==> src/rtl/sim_test_ctrl.sv <==
`default_nettype none
// =============================================================================
// Module   : sim_test_ctrl
// Purpose  : passive write-bus snooper giving a test verdict, a cycle watchdog
//            and per-channel fake-UART FIFOs drained round-robin onto one stream
// Revision : 1.0
// =============================================================================
module sim_test_ctrl #(
  parameter int unsigned          BUS_WIDTH  = 32,
  parameter logic [BUS_WIDTH-1:0] BASE_ADDR  = 32'h8000,
  parameter int unsigned          NUM_CHAN   = 2,
  parameter int unsigned          DEPTH      = 8,
  parameter logic [BUS_WIDTH-1:0] PASS_MAGIC = 32'd123456789,
  parameter logic [BUS_WIDTH-1:0] FAIL_MAGIC = 32'd111111111,
  parameter int unsigned          TIMEOUT    = 10000
) (
  input  logic                                                clk,
  input  logic                                                rst,
  input  logic                                                dw_data_addr_valid,
  input  logic                                                dw_data_addr_ready,
  input  logic [BUS_WIDTH-1:0]                                dw_addr,
  input  logic [BUS_WIDTH-1:0]                                dw_data,
  input  logic [BUS_WIDTH/8-1:0]                              dw_strobe,
  output logic                                                test_done,
  output logic                                                test_passed,
  output logic                                                test_timeout,
  output logic                                                char_valid,
  input  logic                                                char_ready,
  output logic [7:0]                                          char_data,
  output logic [((NUM_CHAN > 1) ? $clog2(NUM_CHAN) : 1)-1:0]  char_chan,
  output logic [NUM_CHAN-1:0]                                 overflow,
  output logic [31:0]                                         cycle_count
);

  localparam int unsigned AW         = $clog2(DEPTH);
  localparam int unsigned CW         = (NUM_CHAN > 1) ? $clog2(NUM_CHAN) : 1;
  localparam logic [AW:0] FULL       = (AW+1)'(DEPTH);
  localparam logic [CW-1:0] LAST_CHAN = CW'(NUM_CHAN - 1);
  localparam logic [31:0] LAST_CYCLE = (TIMEOUT == 0) ? 32'd0 : 32'(TIMEOUT - 1);

  logic [7:0]          mem_q     [NUM_CHAN][DEPTH];
  logic [7:0]          mem_d     [NUM_CHAN][DEPTH];
  logic [AW-1:0]       wr_ptr_q  [NUM_CHAN];
  logic [AW-1:0]       wr_ptr_d  [NUM_CHAN];
  logic [AW-1:0]       rd_ptr_q  [NUM_CHAN];
  logic [AW-1:0]       rd_ptr_d  [NUM_CHAN];
  logic [AW:0]         count_q   [NUM_CHAN];
  logic [AW:0]         count_d   [NUM_CHAN];
  logic [NUM_CHAN-1:0] overflow_q, overflow_d;
  logic [CW-1:0]       rr_ptr_q, rr_ptr_d;
  logic                hold_q, hold_d;
  logic [CW-1:0]       hold_chan_q, hold_chan_d;
  logic                done_q, done_d;
  logic                passed_q, passed_d;
  logic                timeout_q, timeout_d;
  logic [31:0]         cycle_q, cycle_d;

  logic                wr_event;
  logic                status_hit;
  logic [NUM_CHAN-1:0] nonempty;
  logic [NUM_CHAN-1:0] push_hit;
  logic [NUM_CHAN-1:0] push_ok;
  logic [NUM_CHAN-1:0] pop_vec;
  logic [CW-1:0]       sel;
  logic                sel_found;
  logic                pop;
  int unsigned         scan_idx;
  logic [CW-1:0]       scan_chan;
  logic                unused_strobe;

  assign wr_event      = dw_data_addr_valid && dw_data_addr_ready;
  assign status_hit    = wr_event && (dw_addr == BASE_ADDR);
  assign unused_strobe = ^dw_strobe;

  always_comb begin
    nonempty = '0;
    for (int unsigned i = 0; i < NUM_CHAN; i++) begin
      nonempty[i] = (count_q[i] != '0);
    end
  end

  // A stalled head is pinned via hold so a newly filled, higher-priority
  // channel cannot replace the character the consumer is already looking at.
  always_comb begin
    sel       = rr_ptr_q;
    sel_found = 1'b0;
    scan_idx  = 0;
    scan_chan = '0;
    for (int unsigned off = 0; off < NUM_CHAN; off++) begin
      scan_idx  = (32'(rr_ptr_q) + off) % NUM_CHAN;
      scan_chan = CW'(scan_idx);
      if (!sel_found && nonempty[scan_chan]) begin
        sel       = scan_chan;
        sel_found = 1'b1;
      end
    end
    if (hold_q) begin
      sel       = hold_chan_q;
      sel_found = 1'b1;
    end
  end

  assign char_valid = sel_found && nonempty[sel];
  assign char_data  = char_valid ? mem_q[sel][rd_ptr_q[sel]] : 8'h00;
  assign char_chan  = char_valid ? sel : '0;
  assign pop        = char_valid && char_ready;

  always_comb begin
    push_hit = '0;
    push_ok  = '0;
    pop_vec  = '0;
    for (int unsigned i = 0; i < NUM_CHAN; i++) begin
      push_hit[i] = wr_event && dw_strobe[0] &&
                    (dw_addr == BASE_ADDR + BUS_WIDTH'(4 * (i + 1)));
      pop_vec[i]  = pop && (sel == CW'(i));
      push_ok[i]  = push_hit[i] && ((count_q[i] != FULL) || pop_vec[i]);
    end
  end

  always_comb begin
    mem_d      = mem_q;
    wr_ptr_d   = wr_ptr_q;
    rd_ptr_d   = rd_ptr_q;
    count_d    = count_q;
    overflow_d = overflow_q;
    for (int unsigned i = 0; i < NUM_CHAN; i++) begin
      if (push_ok[i]) begin
        mem_d[i][wr_ptr_q[i]] = dw_data[7:0];
        wr_ptr_d[i]           = wr_ptr_q[i] + AW'(1);
      end else if (push_hit[i]) begin
        overflow_d[i] = 1'b1;
      end
      if (pop_vec[i]) begin
        rd_ptr_d[i] = rd_ptr_q[i] + AW'(1);
      end
      count_d[i] = count_q[i] + (AW+1)'(push_ok[i]) - (AW+1)'(pop_vec[i]);
    end
  end

  always_comb begin
    rr_ptr_d    = rr_ptr_q;
    hold_d      = hold_q;
    hold_chan_d = hold_chan_q;
    if (pop) begin
      rr_ptr_d = (sel == LAST_CHAN) ? '0 : sel + CW'(1);
      hold_d   = 1'b0;
    end else if (char_valid) begin
      hold_d      = 1'b1;
      hold_chan_d = sel;
    end
  end

  // A real verdict in the watchdog's last cycle takes priority over timeout.
  always_comb begin
    done_d    = done_q;
    passed_d  = passed_q;
    timeout_d = timeout_q;
    cycle_d   = cycle_q;
    if (!done_q) begin
      cycle_d = cycle_q + 32'd1;
      if (status_hit && (dw_data == PASS_MAGIC)) begin
        done_d   = 1'b1;
        passed_d = 1'b1;
      end else if (status_hit && (dw_data == FAIL_MAGIC)) begin
        done_d = 1'b1;
      end else if ((TIMEOUT != 0) && (cycle_q == LAST_CYCLE)) begin
        done_d    = 1'b1;
        timeout_d = 1'b1;
      end
    end
  end

  always_ff @(posedge clk) begin
    mem_q <= mem_d;
    if (rst) begin
      for (int unsigned i = 0; i < NUM_CHAN; i++) begin
        wr_ptr_q[i] <= '0;
        rd_ptr_q[i] <= '0;
        count_q[i]  <= '0;
      end
      overflow_q  <= '0;
      rr_ptr_q    <= '0;
      hold_q      <= 1'b0;
      hold_chan_q <= '0;
      done_q      <= 1'b0;
      passed_q    <= 1'b0;
      timeout_q   <= 1'b0;
      cycle_q     <= '0;
    end else begin
      wr_ptr_q    <= wr_ptr_d;
      rd_ptr_q    <= rd_ptr_d;
      count_q     <= count_d;
      overflow_q  <= overflow_d;
      rr_ptr_q    <= rr_ptr_d;
      hold_q      <= hold_d;
      hold_chan_q <= hold_chan_d;
      done_q      <= done_d;
      passed_q    <= passed_d;
      timeout_q   <= timeout_d;
      cycle_q     <= cycle_d;
    end
  end

  assign test_done    = done_q;
  assign test_passed  = passed_q;
  assign test_timeout = timeout_q;
  assign overflow     = overflow_q;
  assign cycle_count  = cycle_q;

endmodule
`default_nettype wire

==> config.mk <==
export PLATFORM = sky130hd
export DESIGN_NAME = sim_test_ctrl
export DESIGN_NICKNAME = d
export VERILOG_FILES = /design/src/rtl/sim_test_ctrl.sv
export SDC_FILE = /design/constraint.sdc
export NUM_CORES = 1
export LEC_CHECK = 0
export ABC_AREA = 1
export CAP_MARGIN = 20
export CORE_MARGIN = 2
export CORE_UTILIZATION = 35
export DETAILED_ROUTE_END_ITERATION = 10
export GPL_TIMING_DRIVEN = 0
export HOLD_SLACK_MARGIN = 0.15
export PLACE_DENSITY = 0.63
export SLEW_MARGIN = 15
export SYNTH_ARGS = -nofsm -noshare
export SYNTH_HDL_FRONTEND = slang
export SYNTH_SLANG_ARGS = --single-unit
export TNS_END_PERCENT = 20
==> constraint.sdc <==
create_clock -name clk -period 2.9 [get_ports clk]
set_input_delay 0.29 -clock clk [delete_from_list [all_inputs] [get_ports clk]]
set_output_delay 0.29 -clock clk [all_outputs]
set_load 0.02 [all_outputs]
======== Yosys cells after proc, flatten, opt, wreduce, memory -nomap -nowiden ========
Cells that the tools add are included.
word-level totals
  register bits ........................... 188
  word-level logic and storage cells ...... 130
cells by class
  $add $sub $neg .......................... 11
  magnitude comparators ................... 9
  equality and inequality tests ........... 8
  muxes and demuxes ....................... 33
  bitwise operators ....................... 11
  reductions and logical operators ........ 27
operator list
  kind                     number
  $mux W64                 3
  $bwmux W64               2
  $eq A32 B16 Y1 const B   3
  $eq A32 B27 Y1 const B   2
  $demux W8 S3             2
  $mux W8                  5
  $add A32 B1 Y32 const B  1
  $eq A32 B14 Y1 const B   1
  $bmux W8 S3              1
  $mux W1                  17
  $logic_and A1 B1 Y1      16
  $add A3 B1 Y3 const B    4
  $ge A4 B4 Y1 const B     3
  $not A3 Y4               3
  $mux W3                  3
  $add A4 B1 Y4            2
  $lt A4 B1 Y1 const B     2
  $ne A4 B4 Y1 const B     2
  $reduce_and A2 Y1        4
  $reduce_bool A4 Y1       2
  $sub A4 B1 Y4            2
  $not A1 Y1               7
  $lt A1 B2 Y1 const B     3
  $reduce_and A4 Y1        1
  other kinds (6)          8

======== Depth between registers and ports, before layout ========
Gate-level depths: netlist (run 1).
  word-level depth ........................ 17
  gate-level depth with buffers ........... 21
  depth with buffers taken out ............ 21

======== Least setup slack after synthesis (run 1) ========
OpenSTA, ideal clock, no wires.
  kind .................................... flip-flop to flip-flop
  from .................................... register count_q[6] (netlist name)
  to ...................................... register count_q[2] (netlist name)
  arrival ................................. 2.555 ns
  required time ........................... 2.781 ns
  slack ................................... 0.225 ns
  stages on the path, launching flop included .. 21
  period minus slack after synthesis ...... 2.675 ns
  cells stage by stage .................... dfxtp_1 inv_1 ha_1 nand2_2 nand2_1 nand2_1 nand2_2 nand2_4 nor2_4 nand2_2 nand3_2 inv_1 nor2_2 inv_1 ha_1 inv_1 ha_1 inv_1 fa_1 o21ai_0 a21oi_1
between the ends
  cells in the longest elaborated chain, start to end .. 17
  elaborated cells on any way between the ends .. 21
  classes of those cells .................. add/sub: 2; mux: 11; reduce/logical: 8
RTL lines
  what                                         line  RTL
  start, declared                              47    logic [AW:0] count_q [NUM_CHAN];
  start signal, assigned                       192   count_q <= count_d;
  $reduce_bool A4 Y1 *                         78    nonempty[i] = (count_q[i] != '0);
  $mux W1 (not written as such) (2 in series)  92    if (!sel_found && nonempty[scan_chan]) begin
  $mux W1                                      92
  $logic_not A1 Y1                             92
  $logic_and A1 B1 Y1                          92
  $mux W1                                      92
  $mux W1                                      97    if (hold_q) begin
  $mux W1 (not written as such) (2 in series)  103   assign char_valid = sel_found && nonempty[sel];
  $logic_and A1 B1 Y1                          103
  $logic_and A1 B1 Y1                          106   assign pop = char_valid && char_ready;
  $logic_and A1 B1 Y1 *                        115   pop_vec[i] = pop && (sel == CW'(i));
  $logic_or A1 B1 Y1                           116   push_ok[i] = push_hit[i] && ((count_q[i] != FULL) || pop_vec[i]);
  $logic_and A1 B1 Y1                          116
  $add A4 B1 Y4                                136   count_d[i] = count_q[i] + (AW+1)'(push_ok[i]) - (AW+1)'(pop_vec[i]);
  $sub A4 B1 Y4 *                              136
Every way passes the cells marked *; elsewhere a longest branch is shown, timed or not. The select of a mux whose other input is x is not followed.
A chain may end at the register's enable or synchronous reset.

======== Final worst setup path (run 1) ========
  from .................................... register count_q[6] (netlist name)
  to ...................................... output port char_data[6]
between the ends
  cells in the longest elaborated chain, start to end .. 17
  elaborated cells on any way between the ends .. 27
  classes of those cells .................. mux: 21; bitwise: 2; reduce/logical: 4
RTL lines
  what                                         line  RTL
  $reduce_bool A4 Y1 *                         78
  $mux W1 (not written as such) (2 in series)  92
  $mux W1                                      92
  $logic_not A1 Y1                             92
  $logic_and A1 B1 Y1                          92
  $mux W1                                      92
  $mux W1                                      97
  $not A1 Y2 (not written as such)             104   assign char_data = char_valid ? mem_q[sel][rd_ptr_q[sel]] : 8'h00;
  $mux W3 (not written as such) (3 in series)  104
  $not A3 Y4 (not written as such)             104
  $bmux W8 S3                                  104
  $mux W8 (not written as such) (2 in series)  104
  $mux W8 *                                    104
  end, declared                                29    output logic [7:0] char_data,
Marked as above.

==> results of run 1 <==
-- cells in the final DEF (no fill, tap or decap), drive strengths merged, types with 2 or more instances in the layout --
master	count
clkbuf	34
nand3b	33
nand2	315
bufinv	5
clkdlybuf4s50	107
nand3	67
nor4	13
edfxtp	128
xor2	10
nand4	19
nor2	111
clkinv	2
o21ai	32
ha	17
buf	49
fa	2
nor3	35
o21a	4
clkinvlp	4
nor3b	4
inv	155
a21oi	36
xnor2	4
dfxtp	60
-- power by group through the flow --
stage	sequential, mW	clock [mW]	combinational [mW]
floorplan	3.04	0	3.11
global placement	3.05	0	4.59
detailed placement	3.05	0	4.64
CTS	2.99	2.60	4.71
global route	3.01	2.72	6.28
finish	3.01	2.58	5.74
-- per-stage QoR --
step	util (%)	TNS (ps)	total power [mW]	hold slack [ps]
2_1_floorplan	-	0	6.15	382
3_3_place_gp	41.7	-29590	7.64	436
3_5_place_dp	41.9	-6440	7.69	440
4_1_cts	44.7	-955	10.3	452
5_1_grt	46.4	-578	12.0	489
6_report	46.4	0	11.3	449
-- synth_stat cells (all sizes together) (10+ instances only) --
cell type	instances	area, µm²
ha	17	213
nor3	35	191
dfxtp	60	1200
nand3b	33	248
nor2	111	447
edfxtp	128	3840
buf	24	158
nor4	13	87.6
xor2	10	87.6
o21ai	32	186
nand2	315	1200
nand3	67	350
nand4	19	119
a21oi	36	180
inv	153	574
-- state kept, by name, summed over array words and instances (netlist names) --
signal,count
test_timeout,1
mem_q,128
cycle_count,32
test_done,1
overflow,2
count_q,8
rd_ptr_q,6
rr_ptr_q,1
wr_ptr_q,6
hold_q,1
test_passed,1
hold_chan_q,1
-- final cells by class --
type | instances | area (µm²)
Buffer | 32 | 285
Clock buffer | 19 | 433
Clock inverter | 13 | 215
Fill cell | 2476 | 14000
Inverter | 153 | 582
Multi-Input combinational cell | 708 | 3730
Sequential cell | 188 | 5050
Tap cell | 335 | 419
Timing Repair Buffer | 140 | 1370
-- critical path, cell delays in order, from the launching register on --
cell	delay (ps)
dfxtp_2	320
inv_2	70
ha_4	150
nand3_2	80
nand2_2	80
inv_2	40
nand2_4	100
nand2_8	90
buf_12	150
buf_4	180
o21ai_4	370
nand2_1	140
nor2_2	190
buf_6	140
-- what timing repair did --
item | CTS | global route
pin swaps | 1 | 34
endpoints found under the hold margin | 0 | 0
gates resized for setup | 49 | 102
buffers inserted | 0 | 15
setup endpoints to repair | 65 | 122
gates cloned | 0 | 6
-- cells by family (layout without fill, tap and decap cells) --
logic type	Yosys count	in the layout	synth area share (%)
adder cells (fa/ha/maj)	19	19	2.72
AO/OA/AOI/OAI	76	76	4.62
XOR/XNOR	14	14	1.32
AND/OR/NAND/NOR	599	599	28.9
flip-flops	188	188	54.3
buffers and inverters	186	357	8.24
-- how the worst max path moves through the flow --
stage,start,to,slack [ps],depth (start not counted)
after CTS,count_q[6],char_data[1],-130,17
after detailed placement,dw_addr[25],mem_q[67],-280,12
after global routing,count_q[5],char_data[2],-60,18
final,count_q[6],char_data[6],60,13
after floorplan,count_q[6],count_q[2],230,20
after global placement,dw_addr[21],mem_q[83],-510,12
-- routing by layer --
metal	vias to the layer above	GRT usage, %	part of all wire (%)
li1	3846	-	-
met4	0	6.26	2.3
met1	3624	21.2	43
met5	-	0	0
met3	41	4.54	5.2
met2	183	30.0	50
==> out/metrics.yaml, run 1 <==
viasPerCell: 4.85
worstSetupStartpointType: "register"
dp_slack_ps: -284
placed_cell_area_um2: 10900
p_leak_nw: 4.84
synth_ff_type: "edfxtp_1"
vias: 7694
clock-sinks: 188
outcome: "finished clean"
r2r-end: "mem_q[102]"
p_comb_share_pct: 50.7
yosysWarnings: 0
cts_tree: "done"
power.internal_mw: 6.78
avgSynthCellArea_um2: 8.59
track_usage_pct: 17.5
worstPathRequired_ps: 2610
min_from: "test_timeout"
rsz0062_at_grt: "yes"
first_global_vias: 7507
hold_viol: 0
r2r_slack_ps: 110
syn2layout_area_growth_pct: 30.0
p_switching_mw: 4.55
drtAntennaViolNets: 0
synthCells: 1082
min_to: "test_timeout"
cts_buffers: 17
num_antenna_cells: 0
setup_viol: 0
clockPowerShare_pct: 22.8
synth_edf_count: 128
die_x_um: 167
gp_congestion: 0.827
clkTransAtPathRegs_ps: 70
dr.pass1.iters: 5
wirelength_mm: 24.7
arrival_ps: 2550
dpl.cell_count: 1536
root_buffer: "clkbuf_16"
clock_path_buffers: 2
ir_drop_mv: 1.02
drive_above_1_share_pct: 13.6
tightest_slew_ps: 911
pin_count: 120
async_flop_share_pct: 0
row_count: 59
whs_path_depth: 2
hpwl_mm: 17.1
p_seq_share_pct: 26.5
finalCritPeriodShare_pct: 98.0
postLayoutCellArea_um2: 12100
timing.rr.start: "count_q[7]"
critPathMaxFanout: 10
min_period_ps: 2840
switching_share_pct: 40.1
grt_max_degree: 19
worstSetupPathType: "register to output port"
core-area_um2: 26100
layout.nets: 1332
drcViolationCount: 0
ys_seq_area_share_pct: 54.3
antenna_found_initial: 0
endpoint_kind: "output port"
grt_pass1_wl_mm: 38.4
ctsHoldBuffers: 0
grt-ovfl-total: 0
ys_seq_elements: 188
die_area_um2: 27900
p_per_area_nw_per_um2: 937
clk_latency_ps: 430
slew_viol_final: 0
ff2ff_path_depth: 14
ys_types: 39
instances_no_fill: 1588
start_util_pct: 35.7
io_buffers: 116
drtIter0Drc: 487
fmax_mhz: 352
wl_per_cell_um: 15.5
skew_ps: 8.70
worst_slack_ps: 56.9
relSlewSlack_pct: 39.1
htreeDepth: 4
die_h_um: 167
min-delay-path-class: "register to register"
cap_violations: 0
syn_nets: 1174
syn-cell-area_um2: 9300
No activity file was read; power rests on OpenSTA's default activity.
==> inputs of run 2 (changes only) <==
--- a/config.mk
+++ b/config.mk
@@ -6,7 +6,6 @@
 export NUM_CORES = 1
 export LEC_CHECK = 0
 export ABC_AREA = 1
-export CAP_MARGIN = 20
 export CORE_MARGIN = 2
 export CORE_UTILIZATION = 35
 export DETAILED_ROUTE_END_ITERATION = 10
==> constraint.sdc (replaced) <==
create_clock -name clk -period 3.2 [get_ports clk]
set_input_delay 0.32 -clock clk [delete_from_list [all_inputs] [get_ports clk]]
set_output_delay 0.32 -clock clk [all_outputs]
set_load 0.02 [all_outputs]
==> out/metrics.yaml, run 2 (synthesized netlist as in run 1, its figures left out) <==
outcome: "finished clean"  # unchanged
largest_reg_flops: 128  # unchanged
hold_viol: 0  # unchanged
p_leak_nw: 4.68  # was 4.84 nW
timing.rr.start: "count_q[6]"  # was count_q[7]
num_antenna_cells: 0  # unchanged
min_from: "test_timeout"  # unchanged
cap_violations: 0  # unchanged
critPathMaxFanout: 10  # unchanged
worstSetupStartpointType: "register"  # unchanged
wirelength_mm: 24.1  # was 24.7 mm
grt_pass1_wl_mm: 38.3  # was 38.4 mm
r2r-end: "count_q[6]"  # was mem_q[102]
min_period_ps: 3120
ff2ff_path_depth: 19  # was 14
root_buffer: "clkbuf_16"  # unchanged
min_to: "test_timeout"  # unchanged
dr.pass1.iters: 5  # unchanged
pin_count: 120  # unchanged
ir_drop_mv: 1.05  # was 1.02 mV
drtAntennaViolNets: 0  # unchanged
relSlewSlack_pct: 38.6  # was 39.1%
slew_viol_final: 0  # unchanged
regMostFlops: "mem_q"  # unchanged
track_usage_pct: 17.5  # about the same
worstSetupPathType: "register to output port"  # unchanged
clk_latency_ps: 430  # about the same
setup_viol: 0  # unchanged
cts_tree: "done"  # unchanged
hpwl_mm: 17.1  # about the same
layout_common_cells: "nand2_1 (309), inv_1 (147), edfxtp_1 (128), clkdlybuf4s50_1 (107), nor2_1 (104)"  # was nand2_1 (291), inv_1 (142), edfxtp_1 (128), clkdlybuf4s50_1 (107), nor2_1 (98)
totalPowerFinal_mw: 9.19  # was 11.3 mW
skew_ps: 11.0  # was 8.70 ps
viasPerCell: 4.86  # was 4.85
first_global_vias: 7459  # was 7507
clkTransAtPathRegs_ps: 70  # about the same
htreeDepth: 4  # unchanged
start_util_pct: 35.7  # unchanged
grt.met3_usage_pct: 3.73  # was 4.54%
grt-ovfl-total: 0  # unchanged
grt_max_degree: 19  # unchanged
antenna_found_initial: 0  # unchanged
die_h_um: 167  # unchanged
final.fill_count: 2521  # was 2476
core-area_um2: 26100  # unchanged
finalCritPeriodShare_pct: 97.5
fmax_mhz: 320
vias: 7603  # was 7694
drcViolationCount: 0  # unchanged
row_count: 59  # unchanged
drive_above_1_share_pct: 8.12  # was 13.6%
multi_input_area_um2: 3560  # was 3730 µm²
r2r_slack_ps: 220  # was 110 ps
clock_path_buffers: 2  # unchanged
grt_busiest_layer: "met2"  # unchanged
die_area_um2: 27900  # unchanged
instances_no_fill: 1566  # was 1588
arrival_ps: 2800  # was 2550 ps
io_buffers: 116  # unchanged
layout.nets: 1310  # was 1332
wl_per_cell_um: 15.4  # was 15.5 µm
clock-sinks: 188  # unchanged
cts_buffers: 17  # unchanged
seq_area_um2: 5040  # was 5050 µm²
whs_path_depth: 2  # unchanged
crit_path_start: "count_q[6]"  # unchanged
final_common_cell: "nand2_1"  # unchanged
use_met1_pct: 21.4  # was 21.2%
worst_slack_ps: 79.7  # was 56.9 ps
die_x_um: 167  # unchanged
p_per_area_nw_per_um2: 792  # was 937 nW/µm²
endpoint_kind: "output port"  # unchanged
min-delay-path-class: "register to register"  # unchanged
whs_ps: 451  # was 449 ps
grt_use_met2_pct: 30.1  # was 30.0%
dp_slack_ps: 2.97  # was -284 ps
cts_setup_buffers: 0  # unchanged
syn2layout_area_growth_pct: 24.8  # was 30.0%
rsz0062_at_grt: "yes"  # unchanged
drtIter0Drc: 498  # was 487
worstPathRequired_ps: 2880  # was 2610 ps
finalSetupTns_ps: 0  # unchanged
gp_congestion: 0.827  # unchanged
dpl.cell_count: 1534  # was 1536
tightest_slew_ps: 918  # was 911 ps
-- run 2: how the worst max path moves through the flow --
stage	end	slack, ps	cells after the start
after floorplan	count_q[2]	530	20
after global placement	mem_q[83]	-240	12
after detailed placement	mem_q[64]	3	12
after CTS	char_data[3]	-220	15
after global routing	char_data[4]	-110	16
final	char_data[4]	80	16
-- run 2: power by group --
group	switching, mW	total [mW]	internal (mW)
logic	2.77	4.23	1.47
clock network	0.934	2.25	1.32
registers	0.0466	2.71	2.66
-- run 2: area by class of cell --
| class | count | share of cell area (%) |
|---|---|---|
| Clock buffer | 19 | 3.73 |
| Timing Repair Buffer | 117 | 10.0 |
| Sequential cell | 188 | 43.5 |
| Tap cell | 335 | 3.61 |
| Inverter | 153 | 4.97 |
| Buffer | 33 | 1.89 |
| Clock inverter | 13 | 1.65 |
| Multi-Input combinational cell | 708 | 30.7 |
-- run 2: critical path, stage by stage (launching register included) --
cell           delay, ps
dfxtp_1              300
inv_1                 90
ha_1                 190
nand2_2               80
nand2_1               70
nand2_1               50
nand2_2               90
nand2_4               90
buf_6                160
clkbuf_4             200
o21ai_0              370
nand2_1               90
nand2_1               80
nor2_1                40
nor2_1               100
nor2_1                50
dlygate4sd2_1        310
-- run 2: repair_timing --
action | in CTS | in global routing
setup endpoints to repair | 9 | 25
hold buffers | 0 | 0
gates resized for setup | 8 | 25
-- run 2: metal layers --
metal  share of wire, %  routed length (µm)
met1                 42               10200
met2                 49               11800
met3                6.0                1450
met4                2.7                 651
met5                  0                   0
-- run 2: metrics by stage --
step	cell area [µm²]	utilization, %
finish	11600	44.5
global route	11600	44.5
CTS	11500	44.3
detailed placement	10900	41.9
global placement	10900	41.7
floorplan	9300	-
==> inputs of run 3 (changes only) <==
--- a/config.mk
+++ b/config.mk
@@ -11,6 +11,7 @@
 export DETAILED_ROUTE_END_ITERATION = 10
 export GPL_TIMING_DRIVEN = 0
 export HOLD_SLACK_MARGIN = 0.15
+export MAX_ROUTING_LAYER = met4
 export PLACE_DENSITY = 0.63
 export SLEW_MARGIN = 15
 export SYNTH_ARGS = -nofsm -noshare
==> constraint.sdc (replaced) <==
create_clock -name clk -period 3.8 [get_ports clk]
set_input_delay 0.38 -clock clk [delete_from_list [all_inputs] [get_ports clk]]
set_output_delay 0.38 -clock clk [all_outputs]
set_load 0.02 [all_outputs]
==> out/metrics.yaml, run 3 (synthesized netlist as in run 1, its figures left out) <==
fmax_mhz: 285
relSlewSlack_pct: 26.5  # was 38.6%
drtIter0Drc: 474  # was 498
outcome: "finished clean"  # unchanged
tightest_slew_ps: 1090  # was 918 ps
endpoint_kind: "output port"  # unchanged
p_per_area_nw_per_um2: 669  # was 792 nW/µm²
worstPathRequired_ps: 3420  # was 2880 ps
cts_tree: "done"  # unchanged
final.fill_count: 2534  # was 2521
cpMaxStageDelayCell: "clkdlybuf4s50_1"  # was o21ai_0
root_buffer: "clkbuf_16"  # unchanged
setup_viol: 0  # unchanged
grt-ovfl-total: 0  # unchanged
gp_congestion: 0.839  # was 0.827
p_leak_nw: 4.61  # was 4.68 nW
num_antenna_cells: 0  # unchanged
clk_latency_ps: 430  # about the same
rsz0062_at_grt: "no"  # was yes
timing.rr.start: "count_q[6]"  # unchanged
viasPerCell: 4.82  # was 4.86
finalSetupTns_ps: 0  # unchanged
cap_violations: 0  # unchanged
crit_path_cell_trace: "inv_1 > ha_1 > nand2_2 > nand2_1 > nand2_1 > nand2_2 > nand2_4 > buf_6 > buf_2 > nand2_1 > o21ai_4 > nand2_1 > nor2_1 > clkdlybuf4s50_1"  # was inv_1 > ha_1 > nand2_2 > nand2_1 > nand2_1 > nand2_2 > nand2_4 > buf_6 > clkbuf_4 > o21ai_0 > nand2_1 > nand2_1 > nor2_1 > nor2_1 > nor2_1 > dlygate4sd2_1
drcViolationCount: 0  # unchanged
htreeDepth: 4  # unchanged
critPathMaxFanout: 10  # unchanged
arrival_ps: 3130  # was 2800 ps
hold_viol: 0  # unchanged
crit_path_start: "count_q[6]"  # unchanged
grt_pass1_wl_mm: 38.3  # about the same
cp_slowest_stage_delay_ps: 640  # was 370 ps
die_area_um2: 27900  # unchanged
syn2layout_area_growth_pct: 24.4  # was 24.8%
io_buffers: 116  # unchanged
first_global_vias: 7467  # was 7459
wl_per_cell_um: 15.3  # was 15.4 µm
whs_ps: 451  # about the same
final_common_cell: "nand2_1"  # unchanged
whs_path_depth: 2  # unchanged
hpwl_mm: 17.1  # unchanged
cts_setup_buffers: 0  # unchanged
vias: 7546  # was 7603
finalCritPeriodShare_pct: 92.4
layout.nets: 1310  # unchanged
worstSetupStartpointType: "register"  # unchanged
wirelength_mm: 24.0  # was 24.1 mm
die_h_um: 167  # unchanged
layout_common_cells: "nand2_1 (311), inv_1 (147), edfxtp_1 (128), clkdlybuf4s50_1 (116), nor2_1 (105)"  # was nand2_1 (309), inv_1 (147), edfxtp_1 (128), clkdlybuf4s50_1 (107), nor2_1 (104)
min_from: "test_timeout"  # unchanged
dr.pass1.iters: 5  # unchanged
drive_above_1_share_pct: 7.47  # was 8.12%
die_x_um: 167  # unchanged
critPathMostFrequentCell: "nand2_1"  # unchanged
core-area_um2: 26100  # unchanged
antenna_found_initial: 0  # unchanged
start_util_pct: 35.7  # unchanged
largest_reg_flops: 128  # unchanged
worstSetupPathType: "register to output port"  # unchanged
ir_drop_mv: 1.07  # was 1.05 mV
row_count: 59  # unchanged
drtAntennaViolNets: 0  # unchanged
cts_buffers: 17  # unchanged
clock_path_buffers: 2  # unchanged
clkTransAtPathRegs_ps: 70  # about the same
cts_resized: 0  # was 8
skew_ps: 9.74  # was 11.0 ps
ff2ff_path_depth: 19  # unchanged
ctsHoldBuffers: 0  # unchanged
clock-sinks: 188  # unchanged
min_period_ps: 3510
slew_viol_final: 0  # unchanged
pin_count: 120  # unchanged
postLayoutCoreUtil_pct: 44.4  # was 44.5%
grt_max_degree: 19  # unchanged
track_usage_pct: 18.0  # was 17.5%
min-delay-path-class: "register to register"  # unchanged
regMostFlops: "mem_q"  # unchanged
==> run 3: cell types whose count changed in the layout (fill, tap and decap cells not counted), moves of 2 or more <==
cell / delta
clkbuf_2: -3
nand2_1: +2
clkbuf_4: -7
nand2_2: -2
clkdlybuf4s50_1: +9
dlygate4sd2_1: -2
buf_2: +11
dlymetal6s2s_1: -4
buf_4: -4
==> run 3: layer usage <==
layer	GRT usage (%)	up-vias	routed length, µm
met5	-	-	0
met3	3.66	43	1170
met2	30.1	192	11800
li1	-	3804	-
met4	6.60	0	591
met1	21.5	3507	10400
==> run 3: where the power goes <==
part,internal [mW],switching (mW)
clock,1.11,0.789
sequential,2.24,0.0397
combinational,1.26,2.29
==> run 3: final timing paths <==
path / end / slack [ps]
max reg2reg: count_q[6] / 830
min reg2reg: test_timeout / 450
max: char_data[5] / 290
min: test_timeout / 450
==> run 3: per-stage QoR <==
stage | cells | setup WS, ps | power (mW) | instance area, µm²
detailed placement | 1534 | 543 | 5.86 | 10900
global placement | 1533 | 301 | 5.83 | 10900
floorplan | 1082 | 1130 | 4.69 | 9300
finish | 1566 | 288 | 7.73 | 11600
CTS | 1566 | 297 | 7.75 | 11500
global route | 1566 | 59.8 | 8.26 | 11600
==> run 3: final cells by class <==
cell class	count	area (µm²)	area share, %
Buffer	33	191	1.66
Clock buffer	19	433	3.74
Clock inverter	13	191	1.66
Inverter	153	574	4.97
Multi-Input combinational cell	708	3540	30.6
Sequential cell	188	5040	43.6
Tap cell	335	419	3.62
Timing Repair Buffer	117	1170	10.1
==> run 3: worst max-delay path, delay by kind of cell (launching register included) <==
kind,cells,cell delay (ps)
fa+ha+maj,1,220
compound gates,1,190
buf+inv,4,1130
simple gates,8,830
flops,1,310
